$ cat config.mk
export PLATFORM = sky130hd
export DESIGN_NAME = sign_narrow
export DESIGN_NICKNAME = d
export VERILOG_FILES = /design/src/rtl/sign_narrow.sv
export SDC_FILE = /design/constraint.sdc
export NUM_CORES = 1
export LEC_CHECK = 0
export CELL_PAD_IN_SITES_DETAIL_PLACEMENT = 1
export CELL_PAD_IN_SITES_GLOBAL_PLACEMENT = 2
export CORE_ASPECT_RATIO = 1.2
export CORE_MARGIN = 3
export CORE_UTILIZATION = 28
export CTS_BUF_LIST = sky130_fd_sc_hd__clkbuf_4
export CTS_CLUSTER_SIZE = 30
export DETAILED_ROUTE_END_ITERATION = 6
export PLACE_DENSITY = 0.88
export SYNTH_ARGS = -nofsm -noshare
export SYNTH_HDL_FRONTEND = slang
export SYNTH_SLANG_ARGS = --single-unit
$ cat constraint.sdc
create_clock -name i_clk -period 2.7 [get_ports i_clk]
set_input_delay 0.81 -clock i_clk [delete_from_list [all_inputs] [get_ports i_clk]]
set_output_delay 0.81 -clock i_clk [all_outputs]
set_load 0.01 [all_outputs]
$ cat src/rtl/sign_narrow.sv
`default_nettype none
// ============================================================================
// Module      : sign_narrow
// Description : Narrows an M-bit two's-complement stream to N bits behind a
//               2-entry skid buffer, flagging values that do not fit.
//               Define SIGN_NARROW_SAT_EN to clamp overflowed beats.
// Revision    : 1.0 - initial release
// ============================================================================
module sign_narrow #(
    parameter int M  = 32,
    parameter int N  = 12,
    parameter int CW = 16
) (
    input  logic          i_clk,
    input  logic          i_rst,
    input  logic          i_valid,
    output logic          o_ready,
    input  logic [M-1:0]  i_x,
    output logic          o_valid,
    input  logic          i_ready,
    output logic [N-1:0]  o_y,
    output logic          o_ovf,
    input  logic          i_clr,
    output logic          o_ovf_sticky,
    output logic [CW-1:0] o_ovf_cnt
);

    localparam logic [CW-1:0] c_cnt_max = {CW{1'b1}};

    typedef enum logic [1:0] {
        ST_EMPTY = 2'd0,
        ST_ONE   = 2'd1,
        ST_TWO   = 2'd2
    } state_t;

    state_t          r_state;
    logic            r_valid;
    logic            r_ready;
    logic [N-1:0]    r_y;
    logic            r_ovf;
    logic [N-1:0]    r_skid_y;
    logic            r_skid_ovf;
    logic            r_sticky;
    logic [CW-1:0]   r_cnt;

    logic            w_acc;
    logic            w_drain;
    logic            w_ovf;
    logic [N-1:0]    w_y;
    logic [CW-1:0]   w_cnt_base;
    logic            w_sticky_base;

    assign w_acc   = i_valid & r_ready;
    assign w_drain = r_valid & i_ready;

    // The value fits when every bit from the N-bit sign position upward agrees.
    assign w_ovf = ~((&i_x[M-1:N-1]) | ~(|i_x[M-1:N-1]));

    always_comb begin
        w_y = i_x[N-1:0];
`ifdef SIGN_NARROW_SAT_EN
        if (w_ovf) begin
            w_y = {i_x[M-1], {(N-1){~i_x[M-1]}}};
        end
`endif
    end

    always_ff @(posedge i_clk) begin
        if (i_rst) begin
            r_state    <= ST_EMPTY;
            r_valid    <= 1'b0;
            r_ready    <= 1'b0;
            r_y        <= '0;
            r_ovf      <= 1'b0;
            r_skid_y   <= '0;
            r_skid_ovf <= 1'b0;
        end else begin
            case (r_state)
                ST_EMPTY: begin
                    r_ready <= 1'b1;
                    if (w_acc) begin
                        r_y     <= w_y;
                        r_ovf   <= w_ovf;
                        r_valid <= 1'b1;
                        r_state <= ST_ONE;
                    end
                end
                ST_ONE: begin
                    if (w_acc && w_drain) begin
                        r_y   <= w_y;
                        r_ovf <= w_ovf;
                    end else if (w_acc) begin
                        r_skid_y   <= w_y;
                        r_skid_ovf <= w_ovf;
                        r_ready    <= 1'b0;
                        r_state    <= ST_TWO;
                    end else if (w_drain) begin
                        r_valid <= 1'b0;
                        r_state <= ST_EMPTY;
                    end
                end
                ST_TWO: begin
                    if (w_drain) begin
                        r_y     <= r_skid_y;
                        r_ovf   <= r_skid_ovf;
                        r_ready <= 1'b1;
                        r_state <= ST_ONE;
                    end
                end
                default: begin
                    r_valid <= 1'b0;
                    r_ready <= 1'b1;
                    r_state <= ST_EMPTY;
                end
            endcase
        end
    end

    // Clear takes effect before a same-cycle overflow is counted.
    always_comb begin
        w_cnt_base    = i_clr ? '0 : r_cnt;
        w_sticky_base = i_clr ? 1'b0 : r_sticky;
    end

    always_ff @(posedge i_clk) begin
        if (i_rst) begin
            r_sticky <= 1'b0;
            r_cnt    <= '0;
        end else if (w_acc && w_ovf) begin
            r_sticky <= 1'b1;
            r_cnt    <= (w_cnt_base == c_cnt_max) ? w_cnt_base : w_cnt_base + 1'b1;
        end else begin
            r_sticky <= w_sticky_base;
            r_cnt    <= w_cnt_base;
        end
    end

    assign o_ready      = r_ready;
    assign o_valid      = r_valid;
    assign o_y          = r_y;
    assign o_ovf        = r_ovf;
    assign o_ovf_sticky = r_sticky;
    assign o_ovf_cnt    = r_cnt;

endmodule
`default_nettype wire

Word-level counts from Yosys, hierarchy flattened
Index checks and enable logic that the tools add are counted.

Reductions and logical operators: 12. Bitwise gates (word level): 7. $add $sub $neg: 1. Equality and inequality tests: 11. Multiplexer cells: 28.

Operator list (number): 16-bit two-way mux (3); 12-bit two-way mux (3); 12-bit case mux with 3 select lines (1); 21-bit AND reduction (1); 21-bit OR reduction (1); 16-bit by 1-bit adder with 16-bit output (second input constant) (1); 16-bit equality test (second input constant) (1); 2-bit inequality test (second input constant) (7); 1-bit two-way mux (12); 2-bit two-way mux (5); 4-bit AND reduction (2); 1-bit case mux with 3 select lines (2); 2-bit case mux with 3 select lines (1); 3-bit AND reduction (2); 5-bit AND reduction (1); 1-bit NOT (4); 3-bit inequality test (second input constant) (1); 3-bit nonzero test (1); 1-bit bitwise AND (2); 2-bit by 1-bit equality test with 1-bit output (second input constant) (1); 2-bit equality test (second input constant) (1); 1-bit logical AND (2); 2-bit zero test (1); 1-bit case mux with 2 select lines (1); other kinds (2) (2).

Output and inout port bits: 32. Input port bits: 37. Register bits after elaboration: 47. Word-level logic and storage cells: 68.

Depth between registers and ports, before layout
Gate-level depths: netlist (run 1).

Depth in word-level cells: 6. Depth in mapped cells: 10. Gate-level depth less buffers: 7.

Worst setup path before layout (run 1)
No wires, ideal clock.

Path type: input to register. Start point: in i_clr. End point: reg r_cnt[14], in the netlist o_ovf_cnt[14]. Stages: 8. Required time: 2.630 ns. Setup slack: 0.154 ns. Path buffers: 1. Library setup time: 0.070 ns. Arrival time: 2.476 ns. Cell sequence: clkbuf_1 > nor2b_1 > ha_1 > nand3_1 > nor4_1 > nand4_1 > or4_1 > a21oi_1.

Cells in the longest elaborated chain, start to end: 4. Elaborated cells on any way between the ends: 5. Classes of those cells: add/sub (1); eq/ne (1); mux (3).

RTL lines: start, declared (line 23) `input logic i_clr,`; 16-bit two-way mux (*) (line 121) `w_cnt_base = i_clr ? '0 : r_cnt;`; 16-bit by 1-bit adder with 16-bit output / 16-bit equality test (equally long branches) (line 131) `r_cnt <= (w_cnt_base == c_cnt_max) ? w_cnt_base : w_cnt_base + 1'b1;`; 16-bit two-way mux (line 131); 16-bit two-way mux (*) (line 129) `end else if (w_acc && w_ovf) begin`; end signal, assigned (line 131); end signal, assigned (line 134) `r_cnt <= w_cnt_base;`; end, declared (line 44) `logic [CW-1:0] r_cnt;`.

Every way passes the cells marked *; elsewhere a longest branch is shown, timed or not. A chain may end at the register's enable or synchronous reset.

Worst setup path after layout (run 1)
Start point: in i_clr. End point: reg r_cnt[5], in the netlist o_ovf_cnt[5].

The elaborated chain is that of the path after synthesis.

==> flow_metrics.env, run 1 <==
export IMPL_status="completed"
export IMPL_yosys_warnings=0
export IMPL_vias=2596
export IMPL_worstSetupPathType="primary input to register"
export IMPL_io_buffers=68
export IMPL_dieWidth_um=90.45
export IMPL_crit_required_ps=2990
export IMPL_cp_num_cells=8
export IMPL_synth_cell_types=47
export IMPL_synth_seq_cells=47
export IMPL_cts_root_buffer="clkbuf_4"
export IMPL_slowest_stage="clkdlybuf4s50_1"
export IMPL_synth_cells=290
export IMPL_hpwlAfterDp_um=6227
export IMPL_power_density_mw_per_mm2=413.9
export IMPL_drive_above_1_share_pct=15.28
export IMPL_crit_end="o_ovf_cnt[5]"
export IMPL_r2r_slack_ps=690
export IMPL_clock_path_buffers=2
export IMPL_start_kind="primary input"
export IMPL_seq_area_frac_synth_pct=39.27
export IMPL_routed_via_density=5.192
export IMPL_skew_ps=18.68
export IMPL_path_max_fanout=10
export IMPL_first_iter_violations=68
export IMPL_instances_no_fill=500
export IMPL_p_leak_nw=1.359
export IMPL_post_drt_wl_per_cell_um=16.08
export IMPL_synthesis_nets=328
export IMPL_max_slew_margin_rel_pct=62.28
export IMPL_setup_viol=0
export IMPL_final_max_slew_viol_count=0
export IMPL_min_path_type="register to register"
export IMPL_wl_um=8040
export IMPL_fin_area_mm2=0.003538
export IMPL_die_y_um=107.3
export IMPL_fin_nets=423
export IMPL_critical_path_arrival_ps=2860
export IMPL_fmax_ghz=0.3887
export IMPL_grt_overflow_total=0
export IMPL_tightest_slew_ps=565.8
export IMPL_antenna_cells=0
export IMPL_core_mm2=0.008243
export IMPL_crit_path_cell_trace="clkdlybuf4s50_1 -> buf_4 -> nand2b_1 -> or4_4 -> o22ai_2 -> buf_4 -> nor4_2 -> mux2_4"
export IMPL_gp_congestion=0.8356
export IMPL_critPathLaunch="i_clr"
export IMPL_path_clk_slew_ps=160
export IMPL_utilization_pct=42.93
export IMPL_numCtsBuffers=5
export IMPL_holdCritStartpoint="r_skid_ovf"
export IMPL_r2r_start="o_ovf_cnt[1]"
export IMPL_cp_end_kind="register"
export IMPL_cts_tree="done"
export IMPL_fin_hold_ws_ps=477.8
export IMPL_drv_cap=0
export IMPL_synth_avg_cell_area_um2=8.262
export IMPL_fp_row_count=36
export IMPL_worst_r2r_cell_count=8
export IMPL_critPathBufInv=3
export IMPL_ir_worst_vdd_uv=248.3
export IMPL_finalHoldViolations=0
export IMPL_dp_cells=492
export IMPL_antenna_found_initial=0
export IMPL_worstReg2RegEnd="o_ovf_cnt[13]"
export IMPL_cp_common_cell="buf_4"
export IMPL_min_period_ps=2573
export IMPL_drc=0
export IMPL_dieArea_mm2=0.009708
export IMPL_slowest_delay_ps=520
export IMPL_clock_latency_ps=380
export IMPL_synth_area_mm2=0.002396
export IMPL_postRouteAntennaNets=0
export IMPL_pin_count=69
export IMPL_grt_pass1_vias=2778
export IMPL_start_util_pct=29.07
export IMPL_drt_pass1_iterations=4
export IMPL_clock_sinks=47
export IMPL_fin_ws_ps=127.2
export IMPL_min_period_over_period_pct=95.29
export IMPL_placed_area_mm2=0.003431
export IMPL_grt_pass1_wl_um=13560
export IMPL_grt_max_degree=43
export IMPL_n_fill_cell=1004
export IMPL_htree_num_levels=2
export IMPL_grtUsageTotal_pct=17.13
export IMPL_cpLargestDelayFamily="buffers and inverters"
export IMPL_areaGrowthSynthToFinish_pct=47.68
export IMPL_dp_slack_ps=-300.0
power by group:
| group | switching (mW) | total [mW] | internal [mW] |
|---|---|---|---|
| combinational | 0.117 | 0.266 | 0.149 |
| clock | 0.254 | 0.452 | 0.198 |
| sequential | 0.0232 | 0.746 | 0.723 |
worst reg2reg max path, stage by stage (launching register included):
cell     delay [ps]
dfxtp_1         370
nor2b_2         180
ha_1            220
nand3_1         120
or2_2           150
o22ai_2          70
buf_4           190
or4_1           500
a21oi_1         150
metrics by stage:
| stage | TNS, ps | power (mW) |
|---|---|---|
| after floorplan | 0 | 0.8666 |
| after global placement | -2626 | 1.022 |
| after detailed placement | -3757 | 1.031 |
| after CTS | 0 | 1.484 |
| after global routing | -13.75 | 1.538 |
| final | 0 | 1.464 |
layout make-up:
class | count | area (µm²) | share of cell area [%]
clock buffers | 5 | 37.54 | 1.061
clock inverters | 3 | 46.29 | 1.308
inverters | 4 | 15.01 | 0.4243
multi-input cells | 224 | 1388 | 39.22
flip-flops and latches | 47 | 940.9 | 26.59
well taps | 114 | 142.6 | 4.031
repair buffers | 103 | 968.4 | 27.37
synthesized netlist by cell type, drive strengths merged:
master	number	area (µm²)
nand4b	3	41.29
o21ba	1	10.01
nand4	10	62.56
a22oi	1	7.510
o21bai	2	26.28
o31ai	5	37.54
and2	1	6.260
o22a	2	17.52
a311oi	14	122.6
nand3	8	40.04
clkbuf	8	30.03
o21ai	5	25.02
buf	7	46.29
a21oi	15	75.07
o22ai	1	12.51
a31oi	3	18.77
inv	4	15.01
nor3	5	25.02
o211ai	3	22.52
a22o	1	8.760
and3	4	25.02
nor2	35	131.4
nor4	10	68.81
a21o	1	7.510
a41o	1	10.01
or2	3	18.77
mux2	2	26.27
o41ai	1	8.760
nand2b	6	37.54
and4	1	8.760
ha	1	12.51
a31o	1	8.760
nor2b	7	43.79
nand2	45	168.9
dfxtp	47	940.9
or4	9	71.32
or3	3	18.77
mux2i	13	130.1
nand3b	1	7.510
layer usage:
metal | track usage (%) | wire, µm
met5 | 0 | 0
met2 | 33.26 | 4336
met1 | 18.95 | 3294
met3 | 3.217 | 297
met4 | 4.595 | 110
logic make-up after synthesis:
| kind of cell | after synthesis | synth area share [%] |
|---|---|---|
| muxes | 15 | 6.527 |
| DFF | 47 | 39.27 |
| and+or+nand+nor | 151 | 32.38 |
| AOI/OAI and AO/OA | 57 | 17.49 |
| adders and majority gates | 1 | 0.5221 |
| buffers and inverters | 19 | 3.812 |
flip-flops by register name, summed over array words and instances (netlist names):
name          count
r_skid_y         12
o_y              12
o_valid           1
o_ovf_cnt        16
r_skid_ovf        1
o_ovf             1
o_ovf_sticky      1
o_ready           1
r_state           2
what timing repair did:
action | CTS | global route
setup endpoints to repair | 0 | 3
endpoints found under the hold margin | 0 | 0
hold buffers | 0 | 0
setup buffers | 0 | 0
resized for setup | 0 | 6
cells in the final DEF, fill, tap and decap left out, types with 5 or more instances in the layout:
cell type and instances:
clkdlybuf4s50_1 68, dfxtp_1 47, nand2_1 45, nor2_1 35, buf_4 33, a21oi_1 15
a311oi_1 14, mux2i_1 13, nand4_1 10, or4_1 8, nand3_1 8, nor4_1 6
nand2b_1 6, nor3_1 5, nor2b_1 5, o31ai_1 5, clkbuf_4 5
how the worst min path moves through the flow:
| stage | endpoint | depth (start not counted) |
|---|---|---|
| 2_1_floorplan | r_skid_ovf | 2 |
| 3_3_place_gp | r_skid_ovf | 2 |
| 3_5_place_dp | r_skid_ovf | 2 |
| 4_1_cts | r_skid_ovf | 2 |
| 5_1_grt | r_skid_ovf | 2 |
| 6_report | r_skid_ovf | 2 |
Power figures use the tool's default switching activity.
==> run 2, diff against run 1 <==
- clock period: 2.7 -> 2.8 ns (I/O delays scaled with it)
==> flow_metrics.env, run 2 (synthesized netlist as in run 1, its figures left out) <==
export IMPL_hpwlAfterDp_um=5944
export IMPL_areaGrowthSynthToFinish_pct=44.33
export IMPL_final_common_cell="clkdlybuf4s50_1"
export IMPL_critical_path_arrival_ps=2890
export IMPL_drt_pass1_iterations=4
export IMPL_fin_nets=421
export IMPL_hold_buffers=0
export IMPL_post_cts_resized=0
export IMPL_gp_congestion=0.8019
export IMPL_max_slew_margin_rel_pct=61.46
export IMPL_pin_count=69
export IMPL_switching_power_uw=369.2
export IMPL_p_int_uw=936.5
export IMPL_io_buffers=68
export IMPL_dieWidth_um=90.45
export IMPL_drive_above_1_share_pct=13.28
export IMPL_p_leak_nw=1.333
export IMPL_clock_latency_ps=370
export IMPL_core_mm2=0.008243
export IMPL_grt_pass1_wl_um=13350
export IMPL_wl_um=7805
export IMPL_clkPwrFrac_pct=25.4
export IMPL_post_cts_setup_buffers=0
export IMPL_fmax_ghz=0.3830
export IMPL_min_period_over_period_pct=93.24
export IMPL_critPathBufInv=3
export IMPL_grt_overflow_total=0
export IMPL_fp_row_count=36
export IMPL_grt_max_degree=43
export IMPL_drc=0
export IMPL_tightest_slew_ps=578.2
export IMPL_status="completed"
export IMPL_htree_num_levels=2
export IMPL_mostFrequentLayoutCells="68 x clkdlybuf4s50_1, 47 x dfxtp_1, 45 x nand2_1"
export IMPL_slowest_delay_ps=500
export IMPL_largest_register_ffs=16
export IMPL_post_drt_wl_per_cell_um=15.67
export IMPL_postRouteAntennaNets=0
export IMPL_cp_end_kind="register"
export IMPL_p_comb_share_pct=19.4
export IMPL_pwr_share_seq_pct=55.2
export IMPL_cpLargestDelayFamily="buffers and inverters"
export IMPL_antenna_cells=0
export IMPL_slowest_stage="clkdlybuf4s50_1"
export IMPL_start_kind="primary input"
export IMPL_multi_input_area_mm2=0.001364
export IMPL_setup_viol=0
export IMPL_min_path_type="register to register"
export IMPL_utilization_pct=41.96
export IMPL_power_density_mw_per_mm2=377.6
export IMPL_skew_ps=7.783
export IMPL_crit_path_cell_trace="clkdlybuf4s50_1 -> buf_4 -> nand2b_1 -> or4_4 -> o22ai_2 -> buf_4 -> nor4_2 -> mux2_4"
export IMPL_min_period_ps=2611
export IMPL_cts_tree="done"
export IMPL_regArea_um2=940.9
export IMPL_n_fill_cell=990
export IMPL_grt_pass1_vias=2702
export IMPL_first_iter_violations=83
export IMPL_rsz0062_at_grt="false"
export IMPL_start_util_pct=29.07
export IMPL_worstSetupPathType="primary input to register"
export IMPL_cts_root_buffer="clkbuf_4"
export IMPL_path_clk_slew_ps=140
export IMPL_clock_sinks=47
export IMPL_tns_ps=0
export IMPL_drv_cap=0
export IMPL_finalHoldViolations=0
export IMPL_ir_worst_vdd_uv=232.5
export IMPL_numCtsBuffers=5
export IMPL_clock_path_buffers=2
export IMPL_routed_via_density=5.185
export IMPL_vias=2582
export IMPL_grtUsageTotal_pct=16.70
export IMPL_swShare_pct=28.28
export IMPL_final_max_slew_viol_count=0
export IMPL_crit_required_ps=3070
export IMPL_path_max_fanout=10
export IMPL_cp_common_cell="buf_4"
export IMPL_die_y_um=107.3
export IMPL_dieArea_mm2=0.009708
export IMPL_antenna_found_initial=0
[run 2: worst paths after layout]
path | startpoint | to | slack, ps | cells past startpoint
max | i_clr | o_ovf_cnt[5] | 190 | 8
min | r_skid_ovf | r_skid_ovf | 470 | 2
max reg2reg | o_ovf_cnt[0] | o_ovf_cnt[14] | 770 | 7
min reg2reg | r_skid_ovf | r_skid_ovf | 470 | 2
[run 2: per-layer routing]
metal | vias to the layer above | GRT usage [%] | wire length, µm
met2 | 49 | 31.55 | 4070
met5 | - | 0 | 0
met1 | 1273 | 19.69 | 3401
met4 | 0 | 3.939 | 89
met3 | 8 | 2.657 | 244
li1 | 1252 | - | -
[run 2: power groups by stage]
stage | logic, mW | registers (mW) | clock network (mW)
after floorplan | 0.0964 | 0.739 | 0
after global placement | 0.249 | 0.733 | 0
after detailed placement | 0.256 | 0.734 | 0
after CTS | 0.257 | 0.720 | 0.349
after global routing | 0.279 | 0.725 | 0.380
final | 0.253 | 0.720 | 0.332
[run 2: worst reg2reg max path, stage by stage, from the launching register on]
cell	delay (ps)
dfxtp_1	420
nor2b_1	210
ha_1	200
nand3_1	90
nor4_1	320
nand4_1	170
or4_1	410
a21oi_1	140
[run 2: through the flow]
stage / total power [mW] / setup WS (ps) / instance area [µm²] / std cells / hold slack [ps]
after floorplan: 0.8356 / 224.2 / 2396 / 290 / 436.6
after CTS: 1.326 / 218.9 / 3458 / 498 / 472.7
after detailed placement: 0.9896 / -192.1 / 3403 / 490 / 452.9
after global routing: 1.384 / 29.00 / 3458 / 498 / 508.3
after global placement: 0.9823 / -144.0 / 3403 / 490 / 449.9
final: 1.306 / 189.2 / 3458 / 498 / 471.1
[run 2: cell type report]
type	count	share of cell area [%]
inverters	4	0.4342
multi-input cells	224	39.44
repair buffers	101	27.21
clock inverters	3	0.5065
well taps	114	4.124
flip-flops and latches	47	27.21
clock buffers	5	1.085
==> run 3, diff against run 2 <==
- TNS_END_PERCENT: unset -> 1
==> results of run 3 <==
The final DEF is identical to that of run 2; final timing and power are the same.
